### src/rtl/debug_snapshot_serializer.sv
// -----------------------------------------------------------------------------
// debug_snapshot_serializer
//
// Debug-export engine for the pipelined CPU. A capture strobe latches a
// snapshot of N_WORDS pipeline-state words together with a per-word select
// mask. The selected words are then streamed to the UART TX over a
// valid/ready byte interface as one frame:
//
//     HDR_BYTE, CNT, data bytes..., CSUM
//
//   CNT  = number of selected words (popcount of the latched mask)
//   data = each selected word in ascending index order, least-significant
//          byte first, NB_WORD/8 bytes per word
//   CSUM = XOR of CNT and every data byte (the header is not included)
//
// A capture request that arrives while a frame is in flight (including the
// DONE cycle) is ignored and raises the sticky o_overrun flag. o_overrun is
// cleared by i_clear; if a new overrun happens in the same cycle, the set wins.
//
// Ports:
//   clk          in   rising-edge system clock
//   i_reset      in   asynchronous active-low reset
//   i_capture    in   single-cycle snapshot request
//   i_snapshot   in   N_WORDS*NB_WORD debug words, word k at [k*NB_WORD +: NB_WORD]
//   i_word_mask  in   N_WORDS select bits, sampled together with i_snapshot
//   i_clear      in   clears o_overrun
//   o_tx_data    out  byte presented to the UART TX
//   o_tx_valid   out  o_tx_data is valid
//   i_tx_ready   in   UART TX accepts the byte this cycle
//   o_busy       out  frame in progress
//   o_done       out  one-cycle pulse when a frame completes
//   o_overrun    out  sticky flag: capture requested while busy
//
// All outputs are registered. The output register is loaded from the
// next-state decode, so o_tx_valid rises in the cycle right after the
// capture edge and stays stable while the TX back-pressures.
// -----------------------------------------------------------------------------
module debug_snapshot_serializer #(
    parameter int          N_WORDS  = 8,
    parameter int          NB_WORD  = 32,
    parameter logic [7:0]  HDR_BYTE = 8'hA5
) (
    input  logic                       clk,
    input  logic                       i_reset,
    input  logic                       i_capture,
    input  logic [N_WORDS*NB_WORD-1:0] i_snapshot,
    input  logic [N_WORDS-1:0]         i_word_mask,
    input  logic                       i_clear,
    output logic [7:0]                 o_tx_data,
    output logic                       o_tx_valid,
    input  logic                       i_tx_ready,
    output logic                       o_busy,
    output logic                       o_done,
    output logic                       o_overrun
);

    localparam int NB_BYTES = NB_WORD / 8;
    localparam int WIDX_W   = $clog2(N_WORDS + 1);
    localparam int BIDX_W   = (NB_BYTES > 1) ? $clog2(NB_BYTES) : 1;
    // Lookup tables are padded to a power of two so every index value is legal.
    localparam int WSLOTS   = 1 << WIDX_W;
    localparam int BSLOTS   = 1 << BIDX_W;

    localparam logic [WIDX_W-1:0] WIDX_ZERO = {WIDX_W{1'b0}};
    localparam logic [WIDX_W-1:0] WIDX_ONE  = WIDX_W'(1);
    localparam logic [WIDX_W-1:0] LAST_WORD = WIDX_W'(N_WORDS - 1);
    localparam logic [WIDX_W-1:0] WORD_END  = WIDX_W'(N_WORDS);
    localparam logic [BIDX_W-1:0] BIDX_ZERO = {BIDX_W{1'b0}};
    localparam logic [BIDX_W-1:0] BIDX_ONE  = BIDX_W'(1);
    localparam logic [BIDX_W-1:0] LAST_BYTE = BIDX_W'(NB_BYTES - 1);

    typedef enum logic [2:0] {
        ST_IDLE = 3'd0,
        ST_HDR  = 3'd1,
        ST_CNT  = 3'd2,
        ST_SCAN = 3'd3,
        ST_DATA = 3'd4,
        ST_CSUM = 3'd5,
        ST_DONE = 3'd6
    } state_t;

    // Number of set bits in the word mask, as the 8-bit CNT field.
    function automatic logic [7:0] popcount8(input logic [N_WORDS-1:0] v);
        logic [7:0] c;
        c = 8'h00;
        for (int k = 0; k < N_WORDS; k++) begin
            c = c + {7'b0000000, v[k]};
        end
        return c;
    endfunction

    // Registers
    state_t                       state_r;
    logic [WIDX_W-1:0]            word_idx_r;
    logic [BIDX_W-1:0]            byte_idx_r;
    logic [N_WORDS*NB_WORD-1:0]   snap_r;
    logic [N_WORDS-1:0]           mask_r;
    logic [7:0]                   csum_r;
    logic                         overrun_r;
    logic [7:0]                   tx_data_r;
    logic                         tx_valid_r;
    logic                         busy_r;
    logic                         done_r;

    // Next-state values
    state_t                       state_s;
    logic [WIDX_W-1:0]            word_idx_s;
    logic [BIDX_W-1:0]            byte_idx_s;
    logic [N_WORDS*NB_WORD-1:0]   snap_s;
    logic [N_WORDS-1:0]           mask_s;
    logic [7:0]                   csum_s;
    logic                         overrun_s;
    logic [7:0]                   tx_data_s;
    logic                         tx_valid_s;
    logic                         busy_s;
    logic                         done_s;

    // Datapath helpers
    logic                         xfer_s;
    logic [7:0]                   cnt_s;
    logic [WSLOTS-1:0]            mask_pad_s;
    logic [NB_WORD-1:0]           word_arr_s [WSLOTS];
    logic [NB_WORD-1:0]           cur_word_s;
    logic [7:0]                   byte_arr_s [BSLOTS];
    logic [7:0]                   byte_sel_s;

    assign xfer_s = tx_valid_r & i_tx_ready;
    assign cnt_s  = popcount8(mask_r);

    assign o_tx_data  = tx_data_r;
    assign o_tx_valid = tx_valid_r;
    assign o_busy     = busy_r;
    assign o_done     = done_r;
    assign o_overrun  = overrun_r;

    // Zero-extend the latched mask so the scan index can never select out of range.
    always_comb begin
        mask_pad_s                = {WSLOTS{1'b0}};
        mask_pad_s[N_WORDS-1:0]   = mask_r;
    end

    // Split the latched snapshot into words; padding slots read as zero.
    always_comb begin
        for (int k = 0; k < WSLOTS; k++) begin
            word_arr_s[k] = {NB_WORD{1'b0}};
        end
        for (int k = 0; k < N_WORDS; k++) begin
            word_arr_s[k] = snap_r[k*NB_WORD +: NB_WORD];
        end
    end

    // Pick the byte that the next cycle will present (indexed by next-state counters).
    always_comb begin
        cur_word_s = word_arr_s[word_idx_s];
        for (int b = 0; b < BSLOTS; b++) begin
            byte_arr_s[b] = 8'h00;
        end
        for (int b = 0; b < NB_BYTES; b++) begin
            byte_arr_s[b] = cur_word_s[b*8 +: 8];
        end
        byte_sel_s = byte_arr_s[byte_idx_s];
    end

    // State and output registers; reset aborts any frame in progress.
    always_ff @(posedge clk or negedge i_reset) begin
        if (!i_reset) begin
            state_r    <= ST_IDLE;
            word_idx_r <= WIDX_ZERO;
            byte_idx_r <= BIDX_ZERO;
            snap_r     <= {(N_WORDS*NB_WORD){1'b0}};
            mask_r     <= {N_WORDS{1'b0}};
            csum_r     <= 8'h00;
            overrun_r  <= 1'b0;
            tx_data_r  <= 8'h00;
            tx_valid_r <= 1'b0;
            busy_r     <= 1'b0;
            done_r     <= 1'b0;
        end else begin
            state_r    <= state_s;
            word_idx_r <= word_idx_s;
            byte_idx_r <= byte_idx_s;
            snap_r     <= snap_s;
            mask_r     <= mask_s;
            csum_r     <= csum_s;
            overrun_r  <= overrun_s;
            tx_data_r  <= tx_data_s;
            tx_valid_r <= tx_valid_s;
            busy_r     <= busy_s;
            done_r     <= done_s;
        end
    end

    // Next-state, counter, checksum and overrun logic.
    always_comb begin
        state_s    = state_r;
        word_idx_s = word_idx_r;
        byte_idx_s = byte_idx_r;
        snap_s     = snap_r;
        mask_s     = mask_r;
        csum_s     = csum_r;

        case (state_r)
            ST_IDLE: begin
                if (i_capture) begin
                    snap_s     = i_snapshot;
                    mask_s     = i_word_mask;
                    word_idx_s = WIDX_ZERO;
                    byte_idx_s = BIDX_ZERO;
                    state_s    = ST_HDR;
                end else begin
                    state_s    = ST_IDLE;
                end
            end
            ST_HDR: begin
                if (xfer_s) begin
                    state_s = ST_CNT;
                end else begin
                    state_s = ST_HDR;
                end
            end
            ST_CNT: begin
                if (xfer_s) begin
                    csum_s     = cnt_s;
                    word_idx_s = WIDX_ZERO;
                    byte_idx_s = BIDX_ZERO;
                    state_s    = ST_SCAN;
                end else begin
                    state_s    = ST_CNT;
                end
            end
            ST_SCAN: begin
                // One idle cycle per examined index. A clear bit at the last
                // index jumps straight to CSUM so an empty mask costs exactly
                // N_WORDS scan cycles.
                if (word_idx_r == WORD_END) begin
                    state_s    = ST_CSUM;
                end else if (mask_pad_s[word_idx_r]) begin
                    byte_idx_s = BIDX_ZERO;
                    state_s    = ST_DATA;
                end else if (word_idx_r == LAST_WORD) begin
                    word_idx_s = WORD_END;
                    state_s    = ST_CSUM;
                end else begin
                    word_idx_s = word_idx_r + WIDX_ONE;
                    state_s    = ST_SCAN;
                end
            end
            ST_DATA: begin
                if (xfer_s) begin
                    csum_s = csum_r ^ tx_data_r;
                    if (byte_idx_r == LAST_BYTE) begin
                        word_idx_s = word_idx_r + WIDX_ONE;
                        byte_idx_s = BIDX_ZERO;
                        state_s    = ST_SCAN;
                    end else begin
                        byte_idx_s = byte_idx_r + BIDX_ONE;
                        state_s    = ST_DATA;
                    end
                end else begin
                    state_s = ST_DATA;
                end
            end
            ST_CSUM: begin
                if (xfer_s) begin
                    state_s = ST_DONE;
                end else begin
                    state_s = ST_CSUM;
                end
            end
            ST_DONE: begin
                state_s = ST_IDLE;
            end
            default: begin
                state_s = ST_IDLE;
            end
        endcase

        // Sticky overrun: a capture outside IDLE sets it, and set beats clear.
        if (i_capture && (state_r != ST_IDLE)) begin
            overrun_s = 1'b1;
        end else if (i_clear) begin
            overrun_s = 1'b0;
        end else begin
            overrun_s = overrun_r;
        end
    end

    // Output decode from the next state, loaded into the output registers.
    always_comb begin
        tx_valid_s = 1'b0;
        tx_data_s  = 8'h00;
        busy_s     = 1'b0;
        done_s     = 1'b0;
        case (state_s)
            ST_IDLE: begin
                tx_valid_s = 1'b0;
            end
            ST_HDR: begin
                tx_valid_s = 1'b1;
                tx_data_s  = HDR_BYTE;
                busy_s     = 1'b1;
            end
            ST_CNT: begin
                tx_valid_s = 1'b1;
                tx_data_s  = cnt_s;
                busy_s     = 1'b1;
            end
            ST_SCAN: begin
                busy_s     = 1'b1;
            end
            ST_DATA: begin
                tx_valid_s = 1'b1;
                tx_data_s  = byte_sel_s;
                busy_s     = 1'b1;
            end
            ST_CSUM: begin
                tx_valid_s = 1'b1;
                tx_data_s  = csum_s;
                busy_s     = 1'b1;
            end
            ST_DONE: begin
                done_s     = 1'b1;
            end
            default: begin
                tx_valid_s = 1'b0;
            end
        endcase
    end

endmodule

### config.mk
export PLATFORM = sky130hd
export DESIGN_NAME = debug_snapshot_serializer
export DESIGN_NICKNAME = d
export VERILOG_FILES = /design/src/rtl/debug_snapshot_serializer.sv
export SDC_FILE = /design/constraint.sdc
export NUM_CORES = 1
export LEC_CHECK = 0
export CAP_MARGIN = 20
export CORE_AREA = 2 2 207 260
export DETAILED_ROUTE_END_ITERATION = 10
export DIE_AREA = 0 0 209 262
export GPL_TIMING_DRIVEN = 0
export PLACE_DENSITY_LB_ADDON = 0.05
export REMOVE_ABC_BUFFERS = 1
export SYNTH_ARGS = -nofsm -noshare
export SYNTH_HDL_FRONTEND = slang
export SYNTH_SLANG_ARGS = --single-unit
### constraint.sdc
create_clock -name clk -period 5.1 [get_ports clk]
set_input_delay 1.02 -clock clk [delete_from_list [all_inputs] [get_ports clk]]
set_output_delay 1.02 -clock clk [all_outputs]
set_load 0.05 [all_outputs]
==> metrics.txt <==
Comb pwr share 0.439; final worst-path cycle share 0.9794; cell-by-cell trace of the critical path clkdlybuf4s50_1 > and2_1 > o211a_1 > o32a_1 > o221a_4 > clkinv_16 > mux2i_1 > a211oi_1 > a211oi_1 > a22oi_2; number of max-slew violations in the final report 0; kind of start point of the critical path primary input; post-synthesis compound-gate area fraction 0.07382; worst min path class primary input to async pin; part of the total power dissipated in the clock network 0.219; synthesized area 14030 µm²; number of nets in the layout 1669; instance area at placement 17750 µm²; data required time at the worst endpoint 5.48 ns; global-route usage over all layers 0.1717; die outline width 209 µm; Largest delay share family, worst path compound AO/OA/AOI/OAI gates; most frequent CP cell a211oi_1; final WL 46.56 mm; placement-stage worst setup slack -1.167 ns; DP Cell Count 2023; number of hold buffers added after cts 0; most frequent standard cell in the layout excluding fill and tap cells dfrtp_1; worst path buffer plus inverter count 2; hold slack final 0.4315 ns; die area 54760 µm²; xor and xnor area share after synthesis 0.001248; Synth Area in Simple Gates 0.07301; Cell Pwr Density 634.6 nW/µm²; cell internal pwr 7.678 mW; setup skew after layout 0.01757 ns; wire length of the first global-routing pass 69.86 mm; total leakage power 7.632 nW; net switching share of the total power 0.3635; critical path's largest stage delay 0.87 ns; run status finished, final reports clean; pin count of the biggest net entering global routing 91; instance count on the critical path 10; number of non-filler instances in the completed layout 2092; gpl congestion 0.7521; setup-violating endpoint count in the final report 0; TritonCTS clock tree done; multiplexer share of the synthesized area 0.2851; number of vias in the routed layout 9913; final total negative setup slack 0 ns; buffers from clock root to sink, at most 3; number of library cell types mapped by synthesis 74; max-capacitance violation count 0; ANT nets after route 0; Initial Util 0.2682; sequential fraction of design power 0.342; Least-Margin Pin Slew 1.044 ns; Detail Placement HPWL 32.55 mm; worst supply voltage drop on vdd 0.3740 mV; Fillers 5195; Setup Crit Path Kind primary input to register; utilization after layout 0.3632; Worst R2R Start state_r[2]; drt wl/cell 22.26 µm; Core Rows 94; Seq/Total Area, Yosys 0.5224; startpoint of the most critical setup path i_tx_ready; cell type of the slowest stage on the worst timing path o221a_4; Die H 262 µm; Via density 4.739; number of cells on the worst reg-to-reg path 10; clock-pin transition on the worst setup and hold timing paths 0.06 ns; TritonCTS buffer count 37; count of input and output buffers 280; buffer type at the clock tree root clkbuf_16; relative slew slack 0.3013; Seq cells post-synth 293; crit path setup slack, layout 0.1051 ns; level count of the clock H-tree 2; highest-count cells in the layout ignoring fill and taps dfrtp_1, clkdlybuf4s50_1, mux2_2, nand2_1, mux2i_1; number of instances in the synthesized netlist 1107; initial antenna violation count 6; RSZ-0062 raised after global routing no; total number of yosys warnings 0; leading register cell type out of synthesis dfrtp_1; Async S/R FF share, synth 1.000; type of destination of the critical path register; post-route total power 12.06 mW; Clk Latency, worst-skew pair 0.54 ns; minimum clock period 4.995 ns; count of routing violations after the opening detailed-route iteration 504; NetSw 4.385 mW; Worst EP arrival 5.37 ns; final hold violation count 0; remaining routing DRC violations 0; post-synthesis share of cell area spent on full adders, half adders and majority gates 0.01105; count of pins on the block boundary 281; layout cell share with drive strength beyond 1 0.2710; area of all placed cells without fillers 19010 µm²; via count of the first global-routing pass 10665; Area Overhead vs Synth 35.45%; FMAX 200.2 MHz; First-pass DRT Iterations 4; largest family of logic cells by synthesized area multiplexers; leftover overflow at the end of global routing 0; total number of clock tree sinks 293; critical-path maximum fanout 90; number of synthesized flops with an enable pin 0; post-synthesis area per instance 12.68 µm²; area of the core 52340 µm²
-- layer usage --
metal,routed length (µm),up-vias,part of all wire,global-route usage
li1,-,4643,-,-
met1,19810,5018,0.43,0.2146
met2,23710,187,0.51,0.2990
met3,2093,57,0.045,0.03932
met4,892,8,0.019,0.04583
met5,52,-,0.0011,0
-- power groups by stage --
stage | Sequential, mW | Combinational, mW | Clock (mW)
CTS | 4.14 | 5.43 | 2.76
global route | 4.29 | 5.84 | 2.85
global placement | 3.64 | 4.34 | 0
detailed placement | 4.17 | 5.42 | 0
floorplan | 4.10 | 3.50 | 0
finish | 4.13 | 5.29 | 2.64
-- cell usage after synthesis (all sizes together) (4+ instances only) --
| library cell | instances | area [µm²] |
|---|---|---|
| mux2 | 270 | 3040 |
| o22ai | 16 | 100.1 |
| clkbuf | 43 | 161.4 |
| nand4 | 7 | 43.79 |
| a32oi | 4 | 35.03 |
| nand2 | 113 | 424.2 |
| nor2b | 6 | 37.54 |
| mux2i | 75 | 750.7 |
| a211oi | 17 | 132.6 |
| buf | 24 | 206.5 |
| fa | 4 | 80.08 |
| a21oi | 18 | 90.09 |
| dfrtp | 293 | 7332 |
| nor3b | 4 | 35.03 |
| a22oi | 4 | 40.03 |
| mux4 | 9 | 210.2 |
| ha | 6 | 75.07 |
| a221oi | 6 | 58.80 |
| a31oi | 11 | 68.82 |
| nand3 | 28 | 140.1 |
| and3 | 17 | 106.4 |
| nor4 | 4 | 25.02 |
| nor2 | 11 | 46.29 |
| inv | 21 | 78.82 |
| o21ai | 28 | 140.1 |
| nor3 | 5 | 25.02 |
| or3b | 4 | 35.03 |
| o221ai | 6 | 52.55 |
-- path summary, 6_finish.rpt --
| check | to | slack (ns) |
|---|---|---|
| worst max register to register | o_tx_data[3] | 0.42 |
| worst max-delay path | o_tx_data[5] | 0.11 |
| max in group asynchronous | snap_r[58] | 3.44 |
| worst min register to register | snap_r[233] | 0.50 |
| min in group clk | snap_r[233] | 0.50 |
| worst min-delay path | snap_r[31] | 0.43 |
-- area by class of cell --
cell class | instances | area (µm²) | share of cell area
antenna | 3 | 7.507 | 0.0003949
clock buffer | 59 | 1141 | 0.06003
clock inverter | 7 | 67.56 | 0.003554
inverter | 24 | 132.6 | 0.006977
multi-input combinational | 723 | 6262 | 0.3294
sequential | 293 | 7332 | 0.3857
tap | 672 | 840.8 | 0.04423
timing repair buffer | 311 | 3226 | 0.1697
-- kinds of logic (layout without fill, tap and decap cells) --
logic type / Yosys count / in the layout
other cells: 0 / 3
simple gates: 214 / 214
mux: 354 / 354
buf+inv: 91 / 401
fa+ha+maj: 10 / 10
compound gates: 143 / 143
xor+xnor: 2 / 2
flops: 293 / 293
-- state kept, by name, summed over array words and instances, names as in the netlist --
register and flops:
mask_r 8, snap_r 256, word_idx_r 4, o_tx_valid 1, csum_r 8, byte_idx_r 2
o_done 1, state_r 3, o_tx_data 8, o_busy 1, o_overrun 1
-- timing repair --
item,in CTS,in global routing
gates resized for setup,3,2
setup endpoints to repair,8,4
setup buffers,0,0
No activity file was read; power rests on OpenSTA's default activity.
